[src/rtl/counter_seq_pkg.sv]
// Shared definitions for the loadable counter sequencer.
//   seq_state_t   : sequencer FSM state encoding (IDLE=0, LOAD=1, RUN=2)
//   DEFAULT_WIDTH : default counter / command data width
package counter_seq_pkg;

    localparam int DEFAULT_WIDTH = 8;

    typedef enum logic [1:0] {
        IDLE = 2'd0,
        LOAD = 2'd1,
        RUN  = 2'd2
    } seq_state_t;

endpackage

[src/rtl/loadable_counter_sequencer.sv]
// Control stage for an external loadable up-counter.
// Accepts a {start, terminal, periodic} command, loads the counter with
// start, lets it count on step_en, and reports each arrival at terminal
// with a one-cycle tick. Periodic commands reload and repeat; one-shot
// commands return to idle with a one-cycle done pulse.
//
// Ports:
//   clk, rst_n      : clock, asynchronous active-low reset
//   cmd_valid/ready : command handshake; a command transfers in a cycle
//                     where both are high (and abort is low). cmd_ready
//                     is high only in IDLE and does not depend on
//                     cmd_valid; the command fields must be stable while
//                     cmd_valid is high.
//   cmd_start       : value loaded into the counter
//   cmd_terminal    : count value that ends a period
//   cmd_periodic    : 1 = auto-reload, 0 = one-shot
//   step_en         : count qualifier forwarded to the counter in RUN
//   abort           : synchronous stop, overrides everything else
//   ctr_load        : counter load pin
//   ctr_enable      : counter enable pin
//   ctr_data        : counter parallel data (captured start value)
//   ctr_count       : counter's registered count
//   busy            : high in LOAD or RUN
//   tick            : one-cycle pulse per terminal hit
//   done            : one-cycle pulse at the end of a one-shot
//   state           : current FSM state, exposed for observation
module loadable_counter_sequencer
    import counter_seq_pkg::*;
#(
    parameter int WIDTH = DEFAULT_WIDTH
) (
    input  logic             clk,
    input  logic             rst_n,
    input  logic             cmd_valid,
    output logic             cmd_ready,
    input  logic [WIDTH-1:0] cmd_start,
    input  logic [WIDTH-1:0] cmd_terminal,
    input  logic             cmd_periodic,
    input  logic             step_en,
    input  logic             abort,
    output logic             ctr_load,
    output logic             ctr_enable,
    output logic [WIDTH-1:0] ctr_data,
    input  logic [WIDTH-1:0] ctr_count,
    output logic             busy,
    output logic             tick,
    output logic             done,
    output seq_state_t       state
);

    logic [WIDTH-1:0] start_q;
    logic [WIDTH-1:0] term_q;
    logic             per_q;
    logic             hit;

    // Comparison uses the count alone, so a hit is seen even while
    // step_en is low.
    assign hit = (ctr_count == term_q);

    assign cmd_ready = (state == IDLE);
    assign busy      = (state == LOAD) || (state == RUN);
    assign ctr_data  = start_q;

    // Abort gates the counter pins combinationally so the counter is
    // frozen in the very cycle abort is raised. The enable is dropped on
    // hit so the counter parks on the terminal value.
    assign ctr_load   = (state == LOAD) && !abort;
    assign ctr_enable = (state == RUN) && step_en && !hit && !abort;

    always_ff @(posedge clk or negedge rst_n) begin
        if (!rst_n) begin
            state   <= IDLE;
            start_q <= '0;
            term_q  <= '0;
            per_q   <= 1'b0;
            tick    <= 1'b0;
            done    <= 1'b0;
        end else begin
            tick <= 1'b0;
            done <= 1'b0;
            if (abort) begin
                state <= IDLE;
            end else begin
                case (state)
                    IDLE: begin
                        if (cmd_valid) begin
                            start_q <= cmd_start;
                            term_q  <= cmd_terminal;
                            per_q   <= cmd_periodic;
                            state   <= LOAD;
                        end
                    end
                    LOAD: begin
                        state <= RUN;
                    end
                    RUN: begin
                        if (hit) begin
                            tick <= 1'b1;
                            if (per_q) begin
                                state <= LOAD;
                            end else begin
                                state <= IDLE;
                                done  <= 1'b1;
                            end
                        end
                    end
                    default: begin
                        state <= IDLE;
                    end
                endcase
            end
        end
    end

endmodule

[config.mk]
export PLATFORM = sky130hd
export DESIGN_NAME = loadable_counter_sequencer
export DESIGN_NICKNAME = d
export VERILOG_FILES = /design/src/rtl/counter_seq_pkg.sv /design/src/rtl/loadable_counter_sequencer.sv
export SDC_FILE = /design/constraint.sdc
export NUM_CORES = 1
export LEC_CHECK = 0
export ABC_AREA = 1
export CORE_MARGIN = 5
export CORE_UTILIZATION = 60
export DETAILED_ROUTE_END_ITERATION = 7
export DONT_BUFFER_PORTS = 1
export PLACE_DENSITY = 0.79
export SLEW_MARGIN = 40
export SYNTH_ARGS = -nofsm -noshare
export SYNTH_HDL_FRONTEND = slang
export SYNTH_SLANG_ARGS = --single-unit
[constraint.sdc]
create_clock -name clk -period 2.45 [get_ports clk]
set_input_delay 0.1225 -clock clk [delete_from_list [all_inputs] [get_ports clk]]
set_output_delay 0.1225 -clock clk [all_outputs]
set_load 0.005 [all_outputs]
### Yosys cells after proc, flatten, opt, wreduce, memory -nomap -nowiden

Cells that the tools add are included.

* word-level logic and storage cells: 34
* input bits: 30
* flip-flop bits (word level): 21
* output and inout bits: 16

* reduce and logical (&&, ||, !) cells: 10
* bitwise logic cells: 1
* equality and inequality tests: 5
* multiplexer cells: 12

Operators by type and width (number)
* $eq A8 B8 Y1: 1
* $mux W1: 8
* $mux W2: 3
* $pmux W2 S3: 1
* $logic_and A1 B1 Y1: 4
* $ne A3 B2 Y1 const B: 1
* $ne A3 B3 Y1 const B: 1
* $reduce_and A3 Y1: 1
* $eq A2 B1 Y1 const B: 1
* $eq A2 B2 Y1 const B: 1
* $logic_not A1 Y1: 2
* $logic_not A2 Y1: 1
* $reduce_and A2 Y1: 1
* $logic_or A1 B1 Y1: 1
* $not A1 Y1: 1

### Longest topological paths before layout

Gate-level depths: netlist of the first run.

* depth in word-level cells: 4
* depth in mapped cells: 10
* gate-level depth less buffers: 10

### Worst setup path before layout of the first run

Ideal clock, no wire load.

* path type: register to register
* start: register state[0]
* end: register start_q[0] (netlist: ctr_data[0])
* library setup time: 125 ps
* buffers on the path: 1
* slack: 1039 ps
* arrival time: 1286 ps
* data required time: 2325 ps
* cell stages (with the launch flop): 6
* clock period less this slack: 1411 ps
* path through: dfrtp_1 -> inv_1 -> ha_1 -> nand3_4 -> buf_6 -> mux2_4

* longest elaborated chain between the ends: 2

Ends and longest elaborated chain
* start, declared: RTL line loadable_counter_sequencer.sv:48 `output seq_state_t state`
* start signal, assigned: RTL line loadable_counter_sequencer.sv:72 `state <= IDLE;`
* start signal, assigned: RTL line loadable_counter_sequencer.sv:82 `state <= IDLE;`
* start signal, assigned: RTL line loadable_counter_sequencer.sv:90 `state <= LOAD;`
* $logic_not A2 Y1
* via cmd_ready: RTL line loadable_counter_sequencer.sv:35 `output logic cmd_ready,`
* $reduce_and A3 Y1 (no line)
* end signal, assigned: RTL line loadable_counter_sequencer.sv:87 `start_q <= cmd_start;`
* end, declared: RTL line loadable_counter_sequencer.sv:51 `logic [WIDTH-1:0] start_q;`

The timed path passes the listed nets, and every way through them passes these cells.
A chain may end at the register's enable or synchronous reset.

### Worst setup path in the final report of the first run

* start: register state[0]
* end: register start_q[3] (netlist: ctr_data[3])

The elaborated chain is that of the path after synthesis.

==> flow_metrics.tcl, run 1 <==
set metrics [dict create \
    ys_types 16 \
    critPathArrivalTime_ns 1.81 \
    syn_area_mm2 0.00108 \
    crit_path_start "state[0]" \
    swShare 0.342 \
    seq_area_frac_synth 0.486 \
    cts_buffers 3 \
    antenna_cells 0 \
    p_leak_nw 0.695 \
    cts_resized 0 \
    cts_tree "yes" \
    gp_congestion 0.795 \
    final_cells 159 \
    first_pass_iters 3 \
    drt.antenna.violating_nets 0 \
    final_nets 169 \
    vias 758 \
    fmax_mhz 614 \
    coreArea_mm2 0.00173 \
    initial_core_util 0.626 \
    wire_per_inst_um 12.8 \
    clock_latency_ns 0.29 \
    pin_count 46 \
    multi_input_area_um2 468 \
    chipWidth_um 52.4 \
    critPathCaptureType "flop" \
    layout_commonest_cell "nand2_1" \
    die-area_mm2 0.00275 \
    rows 15 \
    root_buffer "clkbuf_4" \
    final_cell_mix "nand2_1, dfrtp_1, dlygate4sd3_1" \
    fin_setup_tns_ns 0 \
    finalPower_w 0.00125 \
    grt_remaining_overflow 0 \
    critPathRequiredTime_ns 2.63 \
    avgSynthCellArea_um2 9.65 \
    register_area_um2 526 \
    pwr-share-seq 0.502 \
    setup_violations 0 \
    worst_pin_slew_ns 0.444 \
    cp_slowest_cell "dfrtp_1" \
    critPathKind "reg2reg" \
    slew_violations 0 \
    slew_headroom 0.704 \
    worst_clock_skew_ns 0.00453 \
    hold_ws_ns 0.0384 \
    fin_crit_ns 1.63 \
    grt_pass1_wl_um 3260 \
    syn-num-nets 146 \
    synth_seq_cells 21 \
    clk_pin_slew_ns 0.11 \
    drtIter0Drc 6 \
    p_switching_w 0.000427 \
    cp_max_fo 22 \
    cpPeakStageDelay_ns 0.45 \
    endpoint "ctr_data[3]" \
    worstHoldPathType "in2reg" \
    internal_power_w 0.000821 \
    yosysWarnings 0 \
    drive_above_1_share 0.149 \
    r2r_slack_ns 0.82 \
    grt_use_total 0.158 \
    die_h_um 52.4 \
    antenna_found_initial 0 \
    reg2reg_to "ctr_data[3]" \
    placed_cells 135 \
    port_buffers 0 \
    reg2regPathDepth 4 \
    path_cells "inv_1 -> ha_1 -> nand3_4 -> mux2_4" \
    reg2reg_from "state[0]" \
    fin_crit_sh 0.665 \
    viasPerCell 4.77 \
    rsz0062_at_grt "no" \
    cts.sinks 21 \
    status "finished, final reports clean" \
    place_hpwl_um 1530 \
    p_comb_frac 0.371 \
    area_growth_pct 22.0 \
    grt_max_degree 23 \
    grt_pass1_vias 745 \
    htreeDepth 1 \
    maxCapViolCount 0 \
    nFillCells 125 \
    ir_drop_mv 0.551 \
    drc 0 \
    drt-total-wl_um 2030 \
    powerDensity_mw_per_mm2 946 \
    clkPwrFrac 0.127 \
    syn-instance-count 112 \
    hold_violations 0 \
    critPathLaunchType "flop" \
    clock_path_buffers 2 \
]
[area by class of cell]
class,instances,share of cell area
Inverter,19,0.0541
Tap cell,25,0.0237
Timing Repair Buffer,20,0.148
Sequential cell,21,0.398
Multi-Input combinational cell,70,0.355
Clock inverter,1,0.00380
Clock buffer,3,0.0171
[Yosys cell counts]
cell | count | area, um^2
dfrtp_1 | 21 | 526
mux2_4 | 10 | 150
nand3_1 | 2 | 10.0
xnor2_1 | 3 | 26.3
inv_1 | 18 | 67.6
mux2_2 | 2 | 22.5
buf_6 | 1 | 11.3
a21oi_1 | 6 | 30.0
buf_2 | 1 | 5.00
nand3_4 | 1 | 17.5
inv_2 | 1 | 3.75
nor3_1 | 1 | 5.00
nand2_2 | 1 | 6.26
nand2_1 | 28 | 105
nor2_1 | 12 | 45.0
ha_1 | 4 | 50.1
[metrics by stage]
step,utilization,area (um^2),worst slack (ns)
after global routing,0.764,1320,0.733
after CTS,0.761,1310,0.803
after floorplan,-,1080,1.04
after detailed placement,0.635,1100,0.815
after global placement,0.635,1100,0.885
final,0.764,1320,0.820
[logic make-up after synthesis]
family | share of synthesized area
AND/OR/NAND/NOR | 0.175
buffers and inverters | 0.0810
flip-flops | 0.486
multiplexers | 0.160
AO/OA/AOI/OAI | 0.0278
adder cells (fa/ha/maj) | 0.0463
XOR/XNOR | 0.0243
[state kept, by name, summed over array words and instances (netlist names)]
signal	count
ctr_data	8
done	1
per_q	1
state	2
term_q	8
tick	1
[layer usage]
layer / global-route usage / up-vias / part of all wire
li1: - / 389 / -
met1: 0.194 / 343 / 0.38
met2: 0.279 / 26 / 0.53
met3: 0.0427 / 0 / 0.084
met4: 0.0255 / 0 / 0
met5: 0 / - / 0
[power by group through the flow]
stage                     logic, W  clock network, W  registers [W]
after global routing      0.000517          0.000184       0.000647
after floorplan           0.000390                 0       0.000597
final                     0.000463          0.000159       0.000626
after CTS                 0.000468          0.000168       0.000627
after global placement    0.000409                 0       0.000627
after detailed placement  0.000439                 0       0.000631
[repair_timing]
action	in CTS	in global routing
hold endpoints to repair	40	21
endpoints found under the setup margin	0	0
setup buffers	0	0
hold buffers	19	1
[critical path: cells and delay by family, from the launching register on]
| kind | cells | cell delay, ns |
|---|---|---|
| AND/OR/NAND/NOR | 1 | 0.31 |
| buffers and inverters | 1 | 0.11 |
| multiplexers | 1 | 0.39 |
| adder cells (fa/ha/maj) | 1 | 0.26 |
| flip-flops | 1 | 0.45 |
[worst min path at each step]
stage | from | to | slack [ns] | cells after the start
3_5_place_dp | rst_n | tick | -0.17 | 0
5_1_grt | abort | state[1] | 0.04 | 3
3_3_place_gp | rst_n | done | -0.17 | 0
6_report | abort | state[1] | 0.04 | 3
2_1_floorplan | rst_n | ctr_data[0] | -0.17 | 0
4_1_cts | abort | state[1] | 0.03 | 3
Note: power is estimated with default switching activity, not from simulation.
==> run 2: changes to the inputs <==
CORE_UTILIZATION = 54   (was 60)
PLACE_DENSITY = 0.75   (was 0.79)
clock period = 1.4 ns   (was 2.45 ns; I/O delays follow)
==> flow_metrics.tcl, run 2 (synthesized netlist as in run 1, its figures left out) <==
set metrics [dict create \
    drt-total-wl_um 2180 \
    critPathLaunchType "flop" \
    powerDensity_mw_per_mm2 1670 \
    stdcell_area_mm2 0.00144 \
    setup_violations 0 \
    worst_pin_slew_ns 0.439 \
    viasPerCell 4.73 \
    placed_cells 141 \
    pin_count 46 \
    drive_above_1_share 0.276 \
    critPathArrivalTime_ns 1.55 \
    internal_power_w 0.00160 \
    p_switching_w 0.000807 \
    clock_latency_ns 0.29 \
    grt_use_total 0.153 \
    fmax_mhz 734 \
    hold_violations 0 \
    die_h_um 54.7 \
    drc 0 \
    final_cells 172 \
    critPathKind "reg2reg" \
    cts_buffers 3 \
    ir_drop_mv 1.02 \
    slew_violations 0 \
    fin_crit_sh 0.973 \
    initial_core_util 0.557 \
    vias 813 \
    critPathCaptureType "flop" \
    clk_pin_slew_ns 0.11 \
    nFillCells 158 \
    rsz0062_at_grt "yes" \
    first_pass_iters 4 \
    cp_max_fo 8 \
    swShare 0.335 \
    grt_pass1_wl_um 3200 \
    fin_crit_ns 1.36 \
    final_nets 180 \
    area_growth_pct 33.6 \
    drtIter0Drc 7 \
    critPathRequiredTime_ns 1.59 \
    worst_clock_skew_ns 0.00105 \
    p_leak_nw 0.755 \
    place_hpwl_um 1610 \
    clkPwrFrac 0.115 \
    maxCapViolCount 0 \
    rows 16 \
    drt.antenna.violating_nets 0 \
    cts_tree "yes" \
    grt_max_degree 22 \
    clock_path_buffers 2 \
    cts.sinks 21 \
    p_comb_frac 0.438 \
    gp_congestion 0.769 \
    final_cell_mix "nand2_1, dfrtp_1, dlygate4sd3_1" \
    grt_pass1_vias 805 \
    port_buffers 0 \
    antenna_found_initial 0 \
    die-area_mm2 0.00300 \
    grt_remaining_overflow 0 \
    pwr-share-seq 0.447 \
    place_ws_ns -0.0507 \
    hold_ws_ns 0.0490 \
    layout_commonest_cell "nand2_1" \
    root_buffer "clkbuf_4" \
    htreeDepth 1 \
    worstHoldPathType "in2reg" \
    status "finished, final reports clean" \
    slew_headroom 0.707 \
    antenna_cells 0 \
    chipWidth_um 54.7 \
    coreArea_mm2 0.00194 \
    dpl_cell_area_mm2 0.00113 \
    finalCoreUtilization 0.744 \
    setup_ws_ns 0.0377 \
    wire_per_inst_um 12.7 \
]
-- run 2: changes by cell type in the layout (fill, tap and decap cells not counted) --
cell	delta
buf_12	+2
nand2_2	+2
inv_1	-3
nand2_1	-2
nor2_2	+3
ha_2	+1
inv_2	+3
nor2_1	-3
buf_4	+9
ha_1	-1
-- run 2: power groups by stage --
stage	sequential (W)	clock, W	combinational, W
after floorplan	0.00105	0	0.000689
after global placement	0.00107	0	0.000824
after detailed placement	0.00108	0	0.000861
after CTS	0.00107	0.000286	0.000975
after global routing	0.00111	0.000323	0.00116
final	0.00108	0.000276	0.00106
-- run 2: path summary, 6_finish.rpt --
check	from	to	slack (ns)	depth (start not counted)
max in group asynchronous	rst_n	ctr_data[1]	0.86	2
setup reg to reg	state[1]	ctr_data[6]	0.04	5
setup / recovery	state[1]	ctr_data[6]	0.04	5
hold reg to reg	per_q	done	0.48	1
hold / removal	abort	state[0]	0.05	5
min in group asynchronous	rst_n	tick	0.24	2
-- run 2: metrics by stage --
stage                     total power, W  setup TNS (ns)
final                            0.00241               0
after floorplan                  0.00173               0
after global routing             0.00260          -0.211
after CTS                        0.00234               0
after detailed placement         0.00194          -0.147
after global placement           0.00190               0
-- run 2: cell type report --
cell class                 count  area (um^2)  area share
timing repair buffer          31          303       0.210
inverter                      19         71.3      0.0494
sequential                    21          526       0.364
clock inverter                 1         5.00     0.00347
multi-input combinational     70          483       0.334
tap                           27         33.8      0.0234
clock buffer                   3         22.5      0.0156
-- run 2: timing repair --
item,in CTS,in global routing
hold buffers,19,1
pin swaps,1,6
setup endpoints to repair,15,12
gates resized for setup,2,6
buffers inserted,3,4
endpoints found under the hold margin,41,21
-- run 2: worst max-delay path, stage by stage, from the launching register on --
cell and delay, ns:
dfrtp_1 0.39, inv_1 0.08, ha_2 0.21, nand3_4 0.12, buf_12 0.16, mux2_4 0.29
-- run 2: layer usage --
metal | vias to the layer above | track usage | share of wire
li1 | 406 | - | -
met1 | 375 | 0.146 | 0.36
met2 | 28 | 0.295 | 0.53
met3 | 4 | 0.0545 | 0.094
met4 | 0 | 0.0498 | 0.011
met5 | - | 0 | 0
==> run 3: changes to the inputs <==
RECOVER_POWER = 25   (was not set)
==> flow_metrics.tcl, run 3 (synthesized netlist as in run 1, its figures left out) <==
set metrics [dict create \
    grt_pass1_wl_um 3200 \
    critPathKind "reg2reg" \
    drive_above_1_share 0.276 \
    die-area_mm2 0.00300 \
    drt-total-wl_um 2180 \
    place_hpwl_um 1610 \
    dpl_cell_area_mm2 0.00113 \
    cp_num_buf_inv 2 \
    gp_congestion 0.769 \
    layout_commonest_cell "nand2_1" \
    vias 813 \
    cts_tree "yes" \
    fin_crit_sh 0.973 \
    path_cells "inv_1 -> ha_2 -> nand3_4 -> buf_12 -> mux2_4" \
    hold_violations 0 \
    final_cells 172 \
    final_nets 180 \
    worst_clock_skew_ns 0.00105 \
    worstHoldPathCells 5 \
    initial_core_util 0.557 \
    port_buffers 0 \
    critPathRequiredTime_ns 1.59 \
    grt_max_degree 22 \
    antenna_cells 0 \
    drtIter0Drc 7 \
    coreArea_mm2 0.00194 \
    first_pass_iters 4 \
    worstHoldPathType "in2reg" \
    grt_remaining_overflow 0 \
    rsz0062_at_grt "yes" \
    clk_pin_slew_ns 0.11 \
    area_growth_pct 33.6 \
    die_h_um 54.7 \
    final_cell_mix "nand2_1, dfrtp_1, dlygate4sd3_1" \
    finalCoreUtilization 0.744 \
    p_leak_nw 0.755 \
    htreeDepth 1 \
    cts_buffers 3 \
    cpPeakStageDelay_ns 0.39 \
    powerDensity_mw_per_mm2 1670 \
    chipWidth_um 54.7 \
    drt.antenna.violating_nets 0 \
    maxCapViolCount 0 \
    rows 16 \
    ir_drop_mv 1.02 \
    cts.sinks 21 \
    drc 0 \
    wire_per_inst_um 12.7 \
    critPathArrivalTime_ns 1.55 \
    cp_max_fo 8 \
    viasPerCell 4.73 \
    worst_pin_slew_ns 0.489 \
    grt_pass1_vias 805 \
    reg2regPathDepth 5 \
    root_buffer "clkbuf_4" \
    finalPower_w 0.00241 \
    placed_cells 141 \
    stdcell_area_mm2 0.00144 \
    critPathLaunchType "flop" \
    pin_count 46 \
    slew_headroom 0.674 \
    cp.depth 5 \
    clock_latency_ns 0.29 \
    setup_violations 0 \
    fin_crit_ns 1.36 \
    fmax_mhz 734 \
    nFillCells 158 \
    crit_family "flip-flops" \
    antenna_found_initial 0 \
    cp_slowest_cell "dfrtp_1" \
    grt_use_total 0.153 \
    hold_ws_ns 0.0490 \
    critPathCaptureType "flop" \
    status "finished, final reports clean" \
    clock_path_buffers 2 \
    slew_violations 0 \
]
-- run 3: tightest hold or removal path, cell delays in order --
cell and delay, ns:
inv_2 0.04, nand2_1 0.06, inv_1 0.03, nand3_1 0.07, nand2_1 0.05
-- run 3: area by class of cell --
class                      instances  area (um^2)  share of cell area
clock buffer                       3         22.5              0.0156
clock inverter                     1         5.00             0.00347
inverter                          19         71.3              0.0494
multi-input combinational         70          483               0.334
sequential                        21          526               0.364
tap                               27         33.8              0.0234
timing repair buffer              31          303               0.210
-- run 3: routing by layer --
layer	vias up	GRT usage	routed length, um
li1	406	-	-
met5	-	0	0
met4	0	0.0498	24
met2	28	0.295	1160
met1	375	0.146	786
met3	4	0.0545	206
-- run 3: where the power goes --
part           switching (W)  internal, W
Sequential          0.000202     0.000877
Combinational       0.000435     0.000621
Clock               0.000170     0.000106
-- run 3: final timing paths --
path,from,to,slack [ns]
worst max-delay path,state[1],ctr_data[6],0.04
worst min-delay path,abort,state[0],0.05
worst max register to register,state[1],ctr_data[6],0.04
worst min register to register,per_q,done,0.48
max in group asynchronous,rst_n,ctr_data[1],0.81
min in group asynchronous,rst_n,tick,0.26
-- run 3: timing repair --
action / 4_1_cts / 5_1_grt
pin swaps: 1 / 6
buffers inserted: 3 / 4
setup endpoints to repair: 15 / 12
hold buffers: 19 / 1
hold endpoints to repair: 41 / 21
resized for setup: 2 / 6
-- run 3: stage by stage --
step	worst slack, ns	TNS [ns]
6_report	0.0377	0
3_5_place_dp	-0.0507	-0.147
2_1_floorplan	0.0287	0
4_1_cts	0.00862	0
5_1_grt	-0.0733	-0.211
3_3_place_gp	0.0377	0
